$ cat config.mk
export PLATFORM = sky130hd
export DESIGN_NAME = datapath_pipe
export DESIGN_NICKNAME = d
export VERILOG_FILES = /design/src/rtl/datapath_pkg.sv /design/src/rtl/alu_core.sv /design/src/rtl/datapath_pipe.sv
export SDC_FILE = /design/constraint.sdc
export NUM_CORES = 1
export LEC_CHECK = 0
export CORE_MARGIN = 2
export CORE_UTILIZATION = 42
export CTS_CLUSTER_DIAMETER = 60
export DETAILED_ROUTE_END_ITERATION = 8
export PLACE_DENSITY = 0.66
export SLEW_MARGIN = 10
export SYNTH_ARGS = -nofsm -noshare
export SYNTH_HDL_FRONTEND = slang
export SYNTH_HIERARCHICAL = 1
export SYNTH_SLANG_ARGS = --single-unit
$ cat constraint.sdc
create_clock -name clk -period 2.9 [get_ports clk]
set_input_delay 0.58 -clock clk [delete_from_list [all_inputs] [get_ports clk]]
set_output_delay 0.58 -clock clk [all_outputs]
set_load 0.1 [all_outputs]
$ cat src/rtl/datapath_pkg.sv
// Shared opcode encodings and flag bit positions for the two-stage datapath.
package datapath_pkg;

    localparam logic [2:0] OP_ADD   = 3'b000;
    localparam logic [2:0] OP_SUB   = 3'b001;
    localparam logic [2:0] OP_AND   = 3'b010;
    localparam logic [2:0] OP_OR    = 3'b011;
    localparam logic [2:0] OP_XOR   = 3'b100;
    localparam logic [2:0] OP_SHL1  = 3'b101;
    localparam logic [2:0] OP_SHR1  = 3'b110;
    localparam logic [2:0] OP_PASSB = 3'b111;

    localparam int FLAG_Z = 0;
    localparam int FLAG_C = 1;
    localparam int FLAG_V = 2;
    localparam int FLAG_N = 3;
    localparam int NFLAGS = 4;

endpackage

$ cat src/rtl/alu_core.sv
// Combinational ALU: result plus zero/carry/overflow/negative flags.
module alu_core
    import datapath_pkg::*;
#(
    parameter int WIDTH = 8
) (
    input  logic [2:0]        i_op,
    input  logic [WIDTH-1:0]  i_a,
    input  logic [WIDTH-1:0]  i_b,
    output logic [WIDTH-1:0]  o_result,
    output logic [NFLAGS-1:0] o_flags
);

    logic [WIDTH:0]   w_sum;
    logic [WIDTH-1:0] w_res;
    logic             w_c;
    logic             w_v;

    always_comb begin
        w_sum = '0;
        w_res = '0;
        w_c   = 1'b0;
        w_v   = 1'b0;
        case (i_op)
            OP_ADD: begin
                w_sum = {1'b0, i_a} + {1'b0, i_b};
                w_res = w_sum[WIDTH-1:0];
                w_c   = w_sum[WIDTH];
                w_v   = (i_a[WIDTH-1] == i_b[WIDTH-1]) && (w_res[WIDTH-1] != i_a[WIDTH-1]);
            end
            OP_SUB: begin
                // The extra top bit of the widened difference is the borrow (A < B unsigned).
                w_sum = {1'b0, i_a} - {1'b0, i_b};
                w_res = w_sum[WIDTH-1:0];
                w_c   = w_sum[WIDTH];
                w_v   = (i_a[WIDTH-1] != i_b[WIDTH-1]) && (w_res[WIDTH-1] != i_a[WIDTH-1]);
            end
            OP_AND:  w_res = i_a & i_b;
            OP_OR:   w_res = i_a | i_b;
            OP_XOR:  w_res = i_a ^ i_b;
            OP_SHL1: begin
                w_res = {i_a[WIDTH-2:0], 1'b0};
                w_c   = i_a[WIDTH-1];
            end
            OP_SHR1: begin
                w_res = {1'b0, i_a[WIDTH-1:1]};
                w_c   = i_a[0];
            end
            default: w_res = i_b;
        endcase
    end

    assign o_result        = w_res;
    assign o_flags[FLAG_Z] = (w_res == '0);
    assign o_flags[FLAG_C] = w_c;
    assign o_flags[FLAG_V] = w_v;
    assign o_flags[FLAG_N] = w_res[WIDTH-1];

endmodule

$ cat src/rtl/datapath_pipe.sv
// Two-stage pipelined datapath: operand fetch with forwarding, registered ALU result,
// writeback on downstream handoff, valid/ready flow control.
module datapath_pipe
    import datapath_pkg::*;
#(
    parameter int WIDTH = 8,
    parameter int NREGS = 8,
    parameter int AW    = $clog2(NREGS)
) (
    input  logic             clk,
    input  logic             rst,
    input  logic             in_valid,
    output logic             in_ready,
    input  logic [2:0]       op,
    input  logic [AW-1:0]    rs1,
    input  logic [AW-1:0]    rs2,
    input  logic             imm_sel,
    input  logic [WIDTH-1:0] imm,
    input  logic [AW-1:0]    rd,
    input  logic             wb_en,
    output logic             out_valid,
    input  logic             out_ready,
    output logic [WIDTH-1:0] alu_result,
    output logic             zero,
    output logic             carry,
    output logic             overflow,
    output logic             negative,
    input  logic [AW-1:0]    dbg_raddr,
    output logic [WIDTH-1:0] dbg_rdata
);

    logic [WIDTH-1:0]  r_regs [NREGS];

    logic              r_s1_valid;
    logic [2:0]        r_s1_op;
    logic [AW-1:0]     r_s1_rd;
    logic              r_s1_wb;
    logic [WIDTH-1:0]  r_s1_a;
    logic [WIDTH-1:0]  r_s1_b;

    logic              r_s2_valid;
    logic [AW-1:0]     r_s2_rd;
    logic              r_s2_wb;
    logic [WIDTH-1:0]  r_result;
    logic [NFLAGS-1:0] r_flags;

    logic [WIDTH-1:0]  w_alu_res;
    logic [NFLAGS-1:0] w_alu_flags;
    logic [WIDTH-1:0]  w_opa;
    logic [WIDTH-1:0]  w_opb_reg;
    logic              w_s2_free;
    logic              w_s1_adv;
    logic              w_s2_handoff;

    alu_core #(.WIDTH(WIDTH)) u_alu (
        .i_op     (r_s1_op),
        .i_a      (r_s1_a),
        .i_b      (r_s1_b),
        .o_result (w_alu_res),
        .o_flags  (w_alu_flags)
    );

    assign w_s2_free    = !r_s2_valid || out_ready;
    assign w_s1_adv     = r_s1_valid && w_s2_free;
    assign w_s2_handoff = r_s2_valid && out_ready;
    assign in_ready     = !r_s1_valid || w_s1_adv;

    // The younger in-flight producer (S1) wins over the older one (S2).
    always_comb begin
        w_opa = '0;
        if (rs1 != '0) begin
            if (r_s1_valid && r_s1_wb && (r_s1_rd == rs1))
                w_opa = w_alu_res;
            else if (r_s2_valid && r_s2_wb && (r_s2_rd == rs1))
                w_opa = r_result;
            else
                w_opa = r_regs[rs1];
        end
    end

    always_comb begin
        w_opb_reg = '0;
        if (rs2 != '0) begin
            if (r_s1_valid && r_s1_wb && (r_s1_rd == rs2))
                w_opb_reg = w_alu_res;
            else if (r_s2_valid && r_s2_wb && (r_s2_rd == rs2))
                w_opb_reg = r_result;
            else
                w_opb_reg = r_regs[rs2];
        end
    end

    always_ff @(posedge clk) begin
        if (!rst) begin
            for (int i = 0; i < NREGS; i++) r_regs[i] <= '0;
            r_s1_valid <= 1'b0;
            r_s1_op    <= '0;
            r_s1_rd    <= '0;
            r_s1_wb    <= 1'b0;
            r_s1_a     <= '0;
            r_s1_b     <= '0;
            r_s2_valid <= 1'b0;
            r_s2_rd    <= '0;
            r_s2_wb    <= 1'b0;
            r_result   <= '0;
            r_flags    <= '0;
        end else begin
            if (in_ready) begin
                r_s1_valid <= in_valid;
                if (in_valid) begin
                    r_s1_op <= op;
                    r_s1_rd <= rd;
                    r_s1_wb <= wb_en;
                    r_s1_a  <= w_opa;
                    r_s1_b  <= imm_sel ? imm : w_opb_reg;
                end
            end
            if (w_s2_free) begin
                r_s2_valid <= r_s1_valid;
                if (r_s1_valid) begin
                    r_s2_rd  <= r_s1_rd;
                    r_s2_wb  <= r_s1_wb;
                    r_result <= w_alu_res;
                    r_flags  <= w_alu_flags;
                end
            end
            if (w_s2_handoff && r_s2_wb && (r_s2_rd != '0))
                r_regs[r_s2_rd] <= r_result;
        end
    end

    assign out_valid  = r_s2_valid;
    assign alu_result = r_result;
    assign zero       = r_flags[FLAG_Z];
    assign carry      = r_flags[FLAG_C];
    assign overflow   = r_flags[FLAG_V];
    assign negative   = r_flags[FLAG_N];
    assign dbg_rdata  = (dbg_raddr == '0) ? '0 : r_regs[dbg_raddr];

endmodule

==> results.json, run 1 <==
{
  "final_core_util_pct": 49.9,
  "final_cell_mix": "nand2_1, and2_1, edfxtp_1, buf_4, a21oi_1",
  "r2r_end": "r_flags[0]$_SDFFE_PN0P_",
  "grt_pass1_wl_um": 34400,
  "cp.arrival_ns": 2.23,
  "max_clock_freq_mhz": 356,
  "tightest_slew_ns": 0.653,
  "h-tree-depth": 3,
  "io_buffers": 50,
  "synth-async-reset-ratio_pct": 0,
  "dp_hpwl_um": 16300,
  "rr_worst_depth": 10,
  "tns_ns": 0,
  "worst_hold_startpoint": "r_s2_wb$_SDFFE_PN0P_",
  "wl_um": 22100,
  "numCtsBuffers": 9,
  "wl_per_cell_um": 21.1,
  "maxCapViolations": 0,
  "netlist_area_mm2": 0.00768,
  "cellPowerDensity_mw_per_mm2": 454,
  "yosysWarningCount": 6,
  "skew_ns": 0.00840,
  "rows": 49,
  "avgSynthCellArea_um2": 10.2,
  "grt_max_degree": 34,
  "leakagePower_nw": 3.39,
  "drc": 0,
  "gp_congestion": 0.864,
  "ant_nets": 0,
  "root_buffer": "clkbuf_16",
  "vias": 6186,
  "die_width_um": 139,
  "cp.required_ns": 2.32,
  "area_delta_synth_final_pct": 16.8,
  "startpoint_type": "primary input",
  "antenna_found_initial": 0,
  "final_layout_size_suffix_gt1_share_pct": 19.9,
  "drt_pass1_iterations": 5,
  "die_h_um": 139,
  "finalWorstSetupSlack_ns": 0.0901,
  "ys_seq_area_share_pct": 35.7,
  "r2r_start": "r_s1_b[3]$_SDFFE_PN0P_",
  "min_to": "r_s2_wb$_SDFFE_PN0P_",
  "whs_path_depth": 2,
  "worst_hold_path_type": "reg -> reg",
  "antennaDiodeCount": 0,
  "fin_crit_sh_pct": 96.9,
  "clock_latency_ns": 0.35,
  "status": "finished, final reports clean",
  "cp_max_fo": 20,
  "r2r_slack_ns": 0.19,
  "first_global_vias": 5946,
  "max-vdd-ir-drop_mv": 0.349,
  "core-area_mm2": 0.0180,
  "final_hold_viol_count": 0,
  "cts_tree": "yes",
  "setup_viol": 0,
  "synth_edf_count": 64,
  "nNetsFinal": 869,
  "end_kind": "output port",
  "ys_ff_latch": 105,
  "gr-total-overflow": 0,
  "synth-main-ff-cell": "edfxtp_1",
  "crit_type": "in -> out",
  "clkTransAtPathRegs_ns": 0.07,
  "ios": 51,
  "start_util_pct": 42.7,
  "drtIter0Drc": 653,
  "clock-sinks": 105,
  "cts_buffer_depth": 2,
  "final_max_slew_viol_count": 0,
  "pre_cts_slack_ns": 0.0907,
  "routed_via_density": 5.90,
  "power_w": 0.00407,
  "dieArea_mm2": 0.0194,
  "ys_types": 87,
  "min_period_ns": 2.81,
  "final_common_cell": "nand2_1",
  "syn_inst": 752,
  "maxSlewHeadroom_pct": 56.4,
  "gr-usage-all-layers_pct": 23.0
}
cells by family after synthesis:
kind of cell / share of synthesized area (%)
buf+inv: 6.45
mux: 16.2
fa+ha+maj: 4.43
xor+xnor: 1.71
simple gates: 18.6
compound gates: 16.9
flops: 35.7
other cells: 0.0488
state kept, by name, indices dropped and copies added, names as in the netlist:
register / cells
alu_result: 8
out_valid: 1
r_flags: 4
r_regs: 64
r_s1_a: 8
r_s1_b: 8
r_s1_op: 3
r_s1_rd: 3
r_s1_valid: 1
r_s1_wb: 1
r_s2_rd: 3
r_s2_wb: 1
final cells by class:
class	count	area [um^2]
clock buffer	10	229
clock inverter	6	66.3
fill	1651	9000
inverter	34	128
multi-input combinational	565	4510
sequential	105	2740
tap	229	287
timing repair buffer	99	1000
synthesized netlist by cell type (6+ instances only):
| cell type | instances | area (um^2) |
|---|---|---|
| a22oi_1 | 6 | 45.0 |
| nor2b_1 | 17 | 106 |
| edfxtp_1 | 64 | 1920 |
| buf_4 | 15 | 113 |
| o21ai_1 | 13 | 65.1 |
| mux2_2 | 9 | 101 |
| nand2b_1 | 14 | 87.6 |
| mux2i_1 | 27 | 270 |
| nor2_1 | 22 | 82.6 |
| buf_2 | 14 | 70.1 |
| a21oi_1 | 52 | 260 |
| o21ai_0 | 36 | 180 |
| xnor2_1 | 14 | 123 |
| nor3_1 | 20 | 100 |
| nand3_1 | 13 | 65.1 |
| and2_1 | 65 | 407 |
| inv_1 | 31 | 116 |
| a21boi_1 | 8 | 60.1 |
| dfxtp_1 | 41 | 821 |
| ha_1 | 24 | 300 |
| buf_6 | 8 | 90.1 |
| clkbuf_1 | 12 | 45.0 |
| mux4_1 | 10 | 263 |
| nand2_1 | 69 | 259 |
| mux4_2 | 25 | 563 |
| a221oi_2 | 6 | 90.1 |
what timing repair did:
item,CTS,global route
setup endpoints to repair,0,4
hold buffers,0,0
buffers inserted,0,1
resized for setup,0,2
metal layers:
layer	global-route usage, %	up-vias	wire length (um)
met5	0	-	0
met4	9.57	0	757
met3	3.65	46	1300
met2	36.8	238	10500
met1	31.2	2987	9530
li1	-	2915	-
per-stage QoR:
| step | instance area (um^2) | hold slack (ns) | std cells |
|---|---|---|---|
| 2_1_floorplan | 7740 | 0.432 | 759 |
| 3_3_place_gp | 8650 | 0.439 | 1031 |
| 3_5_place_dp | 8650 | 0.443 | 1031 |
| 4_1_cts | 8950 | 0.452 | 1047 |
| 5_1_grt | 8970 | 0.477 | 1048 |
| 6_report | 8970 | 0.451 | 1048 |
power breakdown:
group / switching, W / total [W] / internal [W]
Clock: 0.000568 / 0.00124 / 0.000675
Combinational: 0.000644 / 0.00109 / 0.000450
Sequential: 0.0000869 / 0.00174 / 0.00165
Total: 0.00130 / 0.00407 / 0.00278
critical path, stage by stage:
cell             delay [ns]
clkdlybuf4s50_1        0.51
buf_12                 0.19
mux4_2                 0.51
nor2_1                 0.14
a311oi_2               0.08
buf_12                 0.21
worst max path at each step:
stage | from | slack [ns] | to
after floorplan | dbg_raddr[1] | -0.39 | dbg_rdata[3]
after global placement | dbg_raddr[0] | 0.12 | dbg_rdata[7]
after detailed placement | dbg_raddr[0] | 0.09 | dbg_rdata[3]
after CTS | dbg_raddr[0] | 0.09 | dbg_rdata[3]
after global routing | r_s1_a[0]$_SDFFE_PN0P_ | -0.007 | r_flags[0]$_SDFFE_PN0P_
final | dbg_raddr[0] | 0.09 | dbg_rdata[3]
No activity file was read; power rests on OpenSTA's default activity.
==> run 2: changes to the inputs <==
Clock period 2.9 ns to 2.8 ns, I/O delays scaled along.
==> run 2 against run 1 <==
Effect of this change: combinational power rose by 6%; critical endpoint is now r_flags[0]$_SDFFE_PN0P_; register-to-register slack hardly changed; utilization up 0.81 points; worst hold slack got worse by 0.00059 ns; sequential share of layout area fell by 0.47 points.
==> results.json, run 2 (synthesized netlist as in run 1, its figures left out) <==
{
  "h-tree-depth": 3,
  "max_clock_freq_mhz": 382,
  "register_area_mm2": 0.00275,
  "root_buffer": "clkbuf_16",
  "pre_cts_slack_ns": 0.0723,
  "worst_hold_startpoint": "r_s2_wb$_SDFFE_PN0P_",
  "startpoint_type": "register",
  "numCtsBuffers": 9,
  "path_cells": "inv_1 > ha_1 > nand3_1 > o22ai_2 > nor2_1 > a41o_1 > o32a_1 > nor4_2 > nand2_1 > a21oi_1",
  "post_cts_buffers": 0,
  "cp_slowest_cell": "ha_1",
  "final_max_slew_viol_count": 0,
  "fill_cells": 1620,
  "start_util_pct": 42.7,
  "clkTransAtPathRegs_ns": 0.07,
  "final_layout_size_suffix_gt1_share_pct": 21.2,
  "hold_ws_ns": 0.451,
  "cp_max_fo": 8,
  "cp.arrival_ns": 2.89,
  "skew_ns": 0.00985,
  "final_cell_mix": "nand2_1, and2_1, buf_4, edfxtp_1, a21oi_1",
  "worst_hold_path_type": "reg -> reg",
  "rows": 49,
  "nNetsFinal": 881,
  "path_buf_inv": 1,
  "placed_cell_area_mm2": 0.00878,
  "cts_tree": "yes",
  "critPathTopFamily": "compound AO/OA/AOI/OAI gates",
  "die_h_um": 139,
  "routed_via_density": 5.93,
  "area_delta_synth_final_pct": 18.7,
  "io_buffers": 50,
  "gp_congestion": 0.910,
  "clock-sinks": 105,
  "crit_type": "reg -> reg",
  "cellPowerDensity_mw_per_mm2": 465,
  "finalWorstSetupSlack_ns": 0.185,
  "dieArea_mm2": 0.0194,
  "clock_latency_ns": 0.35,
  "antennaDiodeCount": 0,
  "dp_hpwl_um": 16600,
  "final_hold_viol_count": 0,
  "vias": 6282,
  "gr-usage-all-layers_pct": 22.6,
  "grt_max_degree": 34,
  "crit_start": "r_s1_b[2]$_SDFFE_PN0P_",
  "end_kind": "register",
  "cp.depth": 10,
  "max-vdd-ir-drop_mv": 0.274,
  "drtIter0Drc": 673,
  "fin_crit_sh_pct": 93.4,
  "maxCapViolations": 0,
  "ant_nets": 0,
  "cp.required_ns": 3.08,
  "maxSlewHeadroom_pct": 50.7,
  "min_period_ns": 2.62,
  "status": "finished, final reports clean",
  "regMostFlops": "r_regs",
  "core-area_mm2": 0.0180,
  "final_common_cell": "nand2_1",
  "multi_input_area_mm2": 0.00452,
  "critPathMaxStageDelay_ns": 0.49,
  "largest_reg_flops": 64,
  "r2r_start": "r_s1_b[2]$_SDFFE_PN0P_",
  "stdcell_area_mm2": 0.00911,
  "ios": 51,
  "cts.repair.resized": 0,
  "r2r_slack_ns": 0.18,
  "wl_per_cell_um": 21.1,
  "cts_buffer_depth": 2,
  "whs_path_depth": 2,
  "first_global_vias": 5878,
  "rr_worst_depth": 10,
  "leakagePower_nw": 3.48,
  "tightest_slew_ns": 0.737,
  "drt_pass1_iterations": 8,
  "setup_viol": 0,
  "wl_um": 22300,
  "antenna_found_initial": 0,
  "die_width_um": 139,
  "drc": 0,
  "grt_pass1_wl_um": 34000,
  "hold_buffers": 0,
  "power_w": 0.00423,
  "gr-total-overflow": 0
}
[run 2: cell type report]
cell class                 instances  area share, %
clock buffer                      11           2.55
sequential                       105           30.1
inverter                          34           1.40
tap                              229           3.14
timing repair buffer             111           12.5
clock inverter                     5          0.673
multi-input combinational        565           49.6
[run 2: tightest hold or removal path, delay by kind of cell (launching register included)]
kind	cells	cell delay, ns
AO/OA/AOI/OAI	1	0.05
AND/OR/NAND/NOR	1	0.05
flip-flops	1	0.30
[run 2: report_power, final]
group | switching (W) | internal (W)
logic | 0.000681 | 0.000482
registers | 0.0000797 | 0.00171
clock network | 0.000578 | 0.000701
[run 2: path summary, 6_finish.rpt]
path / end
hold / removal: r_s2_wb$_SDFFE_PN0P_
setup reg to reg: r_flags[0]$_SDFFE_PN0P_
setup / recovery: r_flags[0]$_SDFFE_PN0P_
hold reg to reg: r_s2_wb$_SDFFE_PN0P_
[run 2: per-layer routing]
layer	track usage (%)	wire, um
met1	31.2	9590
met3	2.34	1270
met2	37.8	10900
met5	0	0
met4	6.96	548
[run 2: per-stage QoR]
| stage | util, % | cells | TNS [ns] |
|---|---|---|---|
| floorplan | - | 759 | -0.385 |
| global placement | 48.9 | 1043 | 0 |
| detailed placement | 48.9 | 1043 | 0 |
| CTS | 50.5 | 1059 | 0 |
| global route | 50.7 | 1060 | -0.0315 |
| finish | 50.7 | 1060 | 0 |
